$ cat src/rtl/uart_pkg.sv
// Shared UART definitions: frame-format defaults and the transmitter state encoding.
// Latency: n/a (package only).
// Backpressure: n/a (package only).
//
// The DBIT/SB_TICK/OVS defaults are shared with the receiver so both ends of a
// link agree on the frame format unless a parent overrides them explicitly.
package uart_pkg;

  // Default frame format: 8 data bits, 1 stop bit, 16x oversampling.
  localparam int DBIT_DEF    = 8;
  localparam int SB_TICK_DEF = 16;
  localparam int OVS_DEF     = 16;

  // Transmitter FSM states (2-bit encoding).
  typedef enum logic [1:0] {
    IDLE  = 2'd0,
    START = 2'd1,
    DATA  = 2'd2,
    STOP  = 2'd3
  } uart_state_e;

  // Larger of two ints; sizes the oversample counter so it covers both the
  // per-bit period and the (possibly longer) stop period.
  function automatic int max2(input int a, input int b);
    return (a > b) ? a : b;
  endfunction

endpackage

$ cat src/rtl/uart_tx_fifo_reader.sv
// UART transmitter draining a first-word-fall-through TX FIFO onto the serial pin.
// Latency: pop and start bit one CLK after fifo_empty falls; frame is OVS*(1+DBIT)+SB_TICK baud ticks.
// Backpressure: pops only from IDLE, so the FIFO is held off for the whole frame; fifo_empty is ignored mid-frame.
//
// Ports:
//   CLK          system clock, rising edge
//   RESET_N      asynchronous active-low reset; abandons any frame in flight
//   s_tick       one-CLK baud pulse at OVS x bit rate (ignored in IDLE)
//   fifo_empty   TX FIFO empty flag
//   fifo_r_data  FIFO head word, valid while !fifo_empty; bits above DBIT ignored
//   fifo_rd      registered one-CLK pop strobe (first CLK of START only)
//   tx           registered serial line, idle high
//   tx_busy      high whenever the FSM is not in IDLE
//   tx_done_tick registered one-CLK pulse at the end of the stop period
module uart_tx_fifo_reader
  import uart_pkg::*;
#(
  parameter int DBIT    = DBIT_DEF,
  parameter int SB_TICK = SB_TICK_DEF,
  parameter int OVS     = OVS_DEF
) (
  input  logic       CLK,
  input  logic       RESET_N,
  input  logic       s_tick,
  input  logic       fifo_empty,
  input  logic [7:0] fifo_r_data,
  output logic       fifo_rd,
  output logic       tx,
  output logic       tx_busy,
  output logic       tx_done_tick
);

  // Oversample counter spans the longer of a bit period and the stop period.
  localparam int SCW = $clog2(max2(OVS, SB_TICK));
  localparam int NCW = $clog2(DBIT);

  localparam logic [SCW-1:0] OVS_LAST  = SCW'(OVS - 1);
  localparam logic [SCW-1:0] STOP_LAST = SCW'(SB_TICK - 1);
  localparam logic [NCW-1:0] DBIT_LAST = NCW'(DBIT - 1);

  uart_state_e     state_q, state_d;
  logic [SCW-1:0]  s_cnt_q, s_cnt_d;
  logic [NCW-1:0]  n_cnt_q, n_cnt_d;
  logic [DBIT-1:0] b_q,     b_d;
  logic            tx_q,    tx_d;
  logic            rd_q,    rd_d;
  logic            done_q,  done_d;

  // ---------------------------------------------------------------------------
  // State register. tx resets high so the line reads idle immediately on an
  // asynchronous reset, even mid-frame.
  // ---------------------------------------------------------------------------
  always_ff @(posedge CLK or negedge RESET_N) begin
    if (!RESET_N) begin
      state_q <= IDLE;
      s_cnt_q <= '0;
      n_cnt_q <= '0;
      b_q     <= '0;
      tx_q    <= 1'b1;
      rd_q    <= 1'b0;
      done_q  <= 1'b0;
    end else begin
      state_q <= state_d;
      s_cnt_q <= s_cnt_d;
      n_cnt_q <= n_cnt_d;
      b_q     <= b_d;
      tx_q    <= tx_d;
      rd_q    <= rd_d;
      done_q  <= done_d;
    end
  end

  // ---------------------------------------------------------------------------
  // Next-state logic. tx_d is the level the line takes after this edge, so the
  // pin changes on the same edge as the state it belongs to and never glitches.
  // ---------------------------------------------------------------------------
  always_comb begin
    state_d = state_q;
    s_cnt_d = s_cnt_q;
    n_cnt_d = n_cnt_q;
    b_d     = b_q;
    tx_d    = tx_q;
    rd_d    = 1'b0;
    done_d  = 1'b0;

    unique case (state_q)
      IDLE: begin
        tx_d = 1'b1;
        // Latch the FWFT head and pop in the same step; a baud tick on this
        // edge is deliberately dropped by clearing s_cnt.
        if (!fifo_empty) begin
          b_d     = fifo_r_data[DBIT-1:0];
          rd_d    = 1'b1;
          tx_d    = 1'b0;
          s_cnt_d = '0;
          n_cnt_d = '0;
          state_d = START;
        end
      end

      START: begin
        tx_d = 1'b0;
        if (s_tick) begin
          if (s_cnt_q == OVS_LAST) begin
            s_cnt_d = '0;
            n_cnt_d = '0;
            tx_d    = b_q[0];
            state_d = DATA;
          end else begin
            s_cnt_d = s_cnt_q + 1'b1;
          end
        end
      end

      DATA: begin
        if (s_tick) begin
          if (s_cnt_q == OVS_LAST) begin
            b_d     = b_q >> 1;
            s_cnt_d = '0;
            if (n_cnt_q == DBIT_LAST) begin
              n_cnt_d = '0;
              tx_d    = 1'b1;
              state_d = STOP;
            end else begin
              n_cnt_d = n_cnt_q + 1'b1;
              // b_q[1] is the bit that becomes b_q[0] after this shift.
              tx_d    = b_q[1];
            end
          end else begin
            s_cnt_d = s_cnt_q + 1'b1;
          end
        end
      end

      STOP: begin
        tx_d = 1'b1;
        if (s_tick) begin
          if (s_cnt_q == STOP_LAST) begin
            s_cnt_d = '0;
            done_d  = 1'b1;
            state_d = IDLE;
          end else begin
            s_cnt_d = s_cnt_q + 1'b1;
          end
        end
      end

      default: begin
        tx_d    = 1'b1;
        state_d = IDLE;
      end
    endcase
  end

  assign fifo_rd      = rd_q;
  assign tx           = tx_q;
  assign tx_done_tick = done_q;
  assign tx_busy      = (state_q != IDLE);

endmodule

$ cat config.mk
export PLATFORM = sky130hd
export DESIGN_NAME = uart_tx_fifo_reader
export DESIGN_NICKNAME = d
export VERILOG_FILES = /design/src/rtl/uart_pkg.sv /design/src/rtl/uart_tx_fifo_reader.sv
export SDC_FILE = /design/constraint.sdc
export NUM_CORES = 1
export LEC_CHECK = 0
export CORE_ASPECT_RATIO = 0.9
export CORE_MARGIN = 5
export CORE_UTILIZATION = 25
export DETAILED_ROUTE_END_ITERATION = 7
export GPL_ROUTABILITY_DRIVEN = 0
export GPL_TIMING_DRIVEN = 1
export PLACE_DENSITY = 0.51
export SYNTH_ARGS = -nofsm -noshare
export SYNTH_HDL_FRONTEND = slang
export SYNTH_SLANG_ARGS = --single-unit
$ cat constraint.sdc
create_clock -name CLK -period 2.2 [get_ports CLK]
set_input_delay 0.44 -clock CLK [delete_from_list [all_inputs] [get_ports CLK]]
set_output_delay 0.44 -clock CLK [all_outputs]
set_load 0.02 [all_outputs]
After elaboration in Yosys (flattened, before gate mapping)
Cells that the tools add are included.
Widths: inputs -> output; s select.

storage, ports and cells
  flip-flop bits (word level) = 20
  bits of input ports = 12
  output and inout port bits = 4
  word-level logic and storage cells = 69

operators by class
  $add $sub $neg = 2
  equality and inequality tests = 14
  multiplexer cells = 36
  reductions and logical operators = 10

operators by type and width
  cell                 count
  $mux 8               3
  $mux 3               6
  $mux 2               8
  $ne 2x2->1 const B   8
  $pmux 8 s2           1
  $mux 4               3
  $mux 1               11
  $pmux 3 s3           1
  $pmux 2 s4           1
  $pmux 4 s2           1
  $reduce_and 8->1     1
  $reduce_and 6->1     1
  $add 4x1->4 const B  1
  $eq 2x2->1 const B   2
  $eq 4x4->1 const B   1
  $pmux 1 s4           1
  $reduce_and 2->1     2
  $reduce_and 4->1     1
  $reduce_bool 2->1    2
  $add 3x1->3 const B  1
  $eq 3x3->1 const B   1
  $reduce_bool 3->1    1
  $reduce_or 3->1      1
  $eq 2x1->1 const B   1
  2 further kinds      2

Longest topological paths before layout
Gate-level depths: netlist of run 1.

  depth after elaboration = 5
  depth in mapped cells = 7
  depth with buffers taken out = 5

Worst setup path before layout of run 1
No wires, ideal clock.

  path type = register to register
  start = register state_q[0]
  end = register n_cnt_q[1]
  arrival time = 1.458 ns
  path slack = 0.614 ns
  stages on the path, launching flop included = 6
  buffers on the path = 0
  clock period less this slack = 1.586 ns
  path through = dfrtp_1 -> inv_1 -> ha_1 -> or3_1 -> o211ai_2 -> mux2_1

on the way
  longest elaborated chain between the ends = 3

RTL lines
  item                                                              RTL line                   text
  start, declared                                                   uart_tx_fifo_reader.sv:41  uart_state_e state_q, state_d;
  start signal, assigned                                            uart_tx_fifo_reader.sv:63  state_q <= state_d;
  $eq 2x1->1, or another cell as far along                          uart_tx_fifo_reader.sv:86  unique case (state_q)
  $ne 2x2->1 (no source line) or $reduce_bool 3->1 (tied branches)  n/a
  $reduce_and 6->1 (no source line)                                 n/a
  end signal, assigned                                              uart_tx_fifo_reader.sv:65  n_cnt_q <= n_cnt_d;
  end, declared                                                     uart_tx_fifo_reader.sv:43  logic [NCW-1:0] n_cnt_q, n_cnt_d;

Parallel ways exist; a longest one is shown, timed or not.
A chain may end at the register's enable or synchronous reset.

Worst setup path in the final report of run 1
  start = register state_q[1]
  end = output tx_busy

on the way
  longest elaborated chain between the ends = 1

RTL lines
  item               RTL line                    text
  $reduce_bool 2->1  uart_tx_fifo_reader.sv:158  assign tx_busy = (state_q != IDLE);
  end, declared      uart_tx_fifo_reader.sv:29   output logic tx_busy,

No other way between the ends.

==> impl_metrics.ini, run 1 <==
[finish]
postLayoutCoreUtil = 0.305
finalNonFillerCells = 213
drive_above_1_share = 0.144
area_growth_pct = 19.5
postLayoutCellArea_sq_um = 1580
fin_nets = 166
antennaDiodeCount = 0
fillers = 560

[sta]
fin_tns_setup_ps = 0
relSlewSlack = 0.604
rsz0062_at_grt = false
final.setup_skew_ps = 7.62
setup_violations = 0
period_share = 0.947
hold_viol_final = 0
min_period_ps = 2080
fin_ws_ps = 116
worst_pin_slew_ps = 594
final_max_slew_viol_count = 0
fmax_mhz = 480

[placed_design]
placed_cells = 209
hpwl_um = 2330
port-buffer-count = 15
dpl_cell_area_sq_um = 1510
dpl_worst_slack_ps = 253

[yosys]
synth_cells = 134
synthDistinctLibCells = 43
syn_area_per_cell_sq_um = 9.88
synth_area_leader_cell = dfrtp_1
ys_async_sr_fraction = 1.00
ys_top_cells_by_count = dfrtp_1 (19), a211oi_1 (9), a21oi_1 (9)
synth_seq_cells = 20
synthesis.nets = 153
synthTopCellsByArea = dfrtp_1 (36%), ha_1 (6.6%), a41o_1 (5.3%)
yosysSeqAreaShare = 0.379
synth_edf_count = 0
syn_area_sq_um = 1320
synth-warning-count = 0
yosysTopAreaCellShare = 0.359
dominantRegCellSynth = dfrtp_1
synth.most_common_cell = dfrtp_1

[pwr]
p_comb_frac = 0.532
pwr-share-clk = 0.141
cellPowerDensity_nw_per_um2 = 1270
p_int_mw = 1.14
power.leakage_nw = 0.648
p_sw_frac = 0.435
switching_power_mw = 0.877
peakVddDrop_mv = 0.372
seq_power_share = 0.327

[grt]
antenna_found_initial = 0
gr-usage-all-layers = 0.102
grt_pass1_vias = 1128
overflow = 0
grt_start_max_net_pins = 18
grt_pass1_wl_um = 5600

[floorplanning]
die_w_um = 86.7
dieArea_sq_um = 6850
start_util = 0.255
rows = 25
die_h_um = 79.0
fp.coreArea_sq_um = 5190
io-pin-count = 16

[worst_setup_path]
r2r_cells = 5
crit_path_frequent_cell = inv_1
critPathArrivalTime_ps = 1640
r2r-end = n_cnt_q[1]
cp_data_required_time_ps = 1760
cpLargestDelayFamily = buffers and inverters
cp-end-kind = primary output
crit_fanout = 9
worstPathBufferInverterCount = 3
worst_path_max_delay_cell = clkdlybuf4s50_1
reg2reg_slack_ps = 240
cp-start-kind = flip-flop
rr_startpoint = state_q[0]
critical-path-max-stage-delay_ps = 590
path_class = flip-flop to primary output
path_cells = inv_1 -> ha_4 -> inv_1 -> clkdlybuf4s50_1

[cts]
cts.sinks = 20
path_clk_slew_ps = 80
clockBufferDepth = 2
cts_tree = yes
clockRootBuffer = clkbuf_8
ctsHoldBuffers = 0
htreeDepth = 1
insertion_delay_ps = 260
cts_buffers = 3

[hold_path]
worst_hold_path_type = input pin to async pin

[status]
status = finished, final reports clean

[detailed_routing]
drt-total-wl_um = 3340
wl_per_cell_um = 15.7
dr.pass1.iters = 4
vias = 1115
drtIter0Drc = 66
ant_nets = 0
drc_errors = 0
avgViaCountPerCell = 5.23

[job]
cap_violations = 0
==> cell usage in the layout, fill, tap and decap left out, types with 3 or more instances in the layout <==
master | netlist | routed
dfrtp_1 | 19 | 19
o21ai_0 | 3 | 3
a211oi_1 | 9 | 9
a21oi_1 | 9 | 9
a41o_1 | 7 | 7
o211ai_1 | 3 | 3
buf_4 | 2 | 6
o21ai_1 | 3 | 3
clkdlybuf4s50_1 | 0 | 15
nand2_1 | 6 | 6
inv_1 | 5 | 5
nand4_1 | 3 | 3
clkbuf_8 | 0 | 4
o41ai_1 | 7 | 7
nor2_1 | 8 | 8
mux2i_1 | 3 | 3
ha_1 | 7 | 6
==> layout make-up <==
cell class                 count  area [sq um]  share of cell area
sequential                    20           502               0.317
inverter                       6          22.5              0.0142
timing repair buffer          21           195               0.123
clock buffer                   4          55.1              0.0348
multi-input combinational     95           723               0.457
tap                           67          83.8              0.0530
==> power groups by stage <==
stage / combinational, mW / sequential [mW] / clock, mW
5_1_grt: 1.19 / 0.677 / 0.315
6_report: 1.07 / 0.659 / 0.285
3_5_place_dp: 1.04 / 0.658 / 0
4_1_cts: 1.06 / 0.653 / 0.298
2_1_floorplan: 0.856 / 0.608 / 0
3_3_place_gp: 1.01 / 0.652 / 0
==> what timing repair did <==
| action | 4_1_cts | 5_1_grt |
|---|---|---|
| hold endpoints to repair | 0 | 0 |
| buffers inserted | 0 | 0 |
| resized for setup | 1 | 1 |
| endpoints found under the setup margin | 1 | 1 |
==> per-layer routing <==
metal  share of wire  up-vias  track usage  wire length (um)
li1                -      537            -                 -
met2            0.48       29        0.163              1590
met5               0        -            0                 0
met3           0.048        2       0.0239               160
met1            0.46      547        0.136              1550
met4           0.012        0       0.0343                39
==> flip-flops by register name, indices dropped and copies added, names as in the netlist <==
| signal | cells |
|---|---|
| b_q | 8 |
| s_cnt_q | 4 |
| n_cnt_q | 3 |
| state_q | 2 |
| fifo_rd | 1 |
| tx | 1 |
| tx_done_tick | 1 |
==> how the worst max path moves through the flow <==
stage	start	end	slack, ps	cells past startpoint
2_1_floorplan	state_q[0]	n_cnt_q[1]	610	5
3_3_place_gp	s_tick	state_q[1]	270	4
3_5_place_dp	state_q[0]	tx_busy	250	4
4_1_cts	state_q[0]	tx_busy	50	4
5_1_grt	state_q[0]	b_q[4]	60	5
6_report	state_q[1]	tx_busy	120	4
==> cells by family after synthesis <==
| logic type | after synthesis | synth area share |
|---|---|---|
| muxes | 5 | 0.0425 |
| and+or+nand+nor | 35 | 0.147 |
| AOI/OAI and AO/OA | 47 | 0.274 |
| buffers and inverters | 19 | 0.0841 |
| adders and majority gates | 7 | 0.0662 |
| DFF | 20 | 0.379 |
| xor gates and xnor gates | 1 | 0.00662 |
==> metrics by stage <==
| step | hold slack, ps | total power, mW |
|---|---|---|
| finish | 478 | 2.02 |
| CTS | 494 | 2.01 |
| global placement | 483 | 1.66 |
| floorplan | 144 | 1.46 |
| global route | 510 | 2.19 |
| detailed placement | 490 | 1.70 |
(Power assumes the default switching activity.)
==> inputs of run 2 (changes only) <==
Settings changed: CAP_MARGIN set to 0.
==> results of run 2 <==
The final DEF is identical to that of run 1; final timing and power are the same.
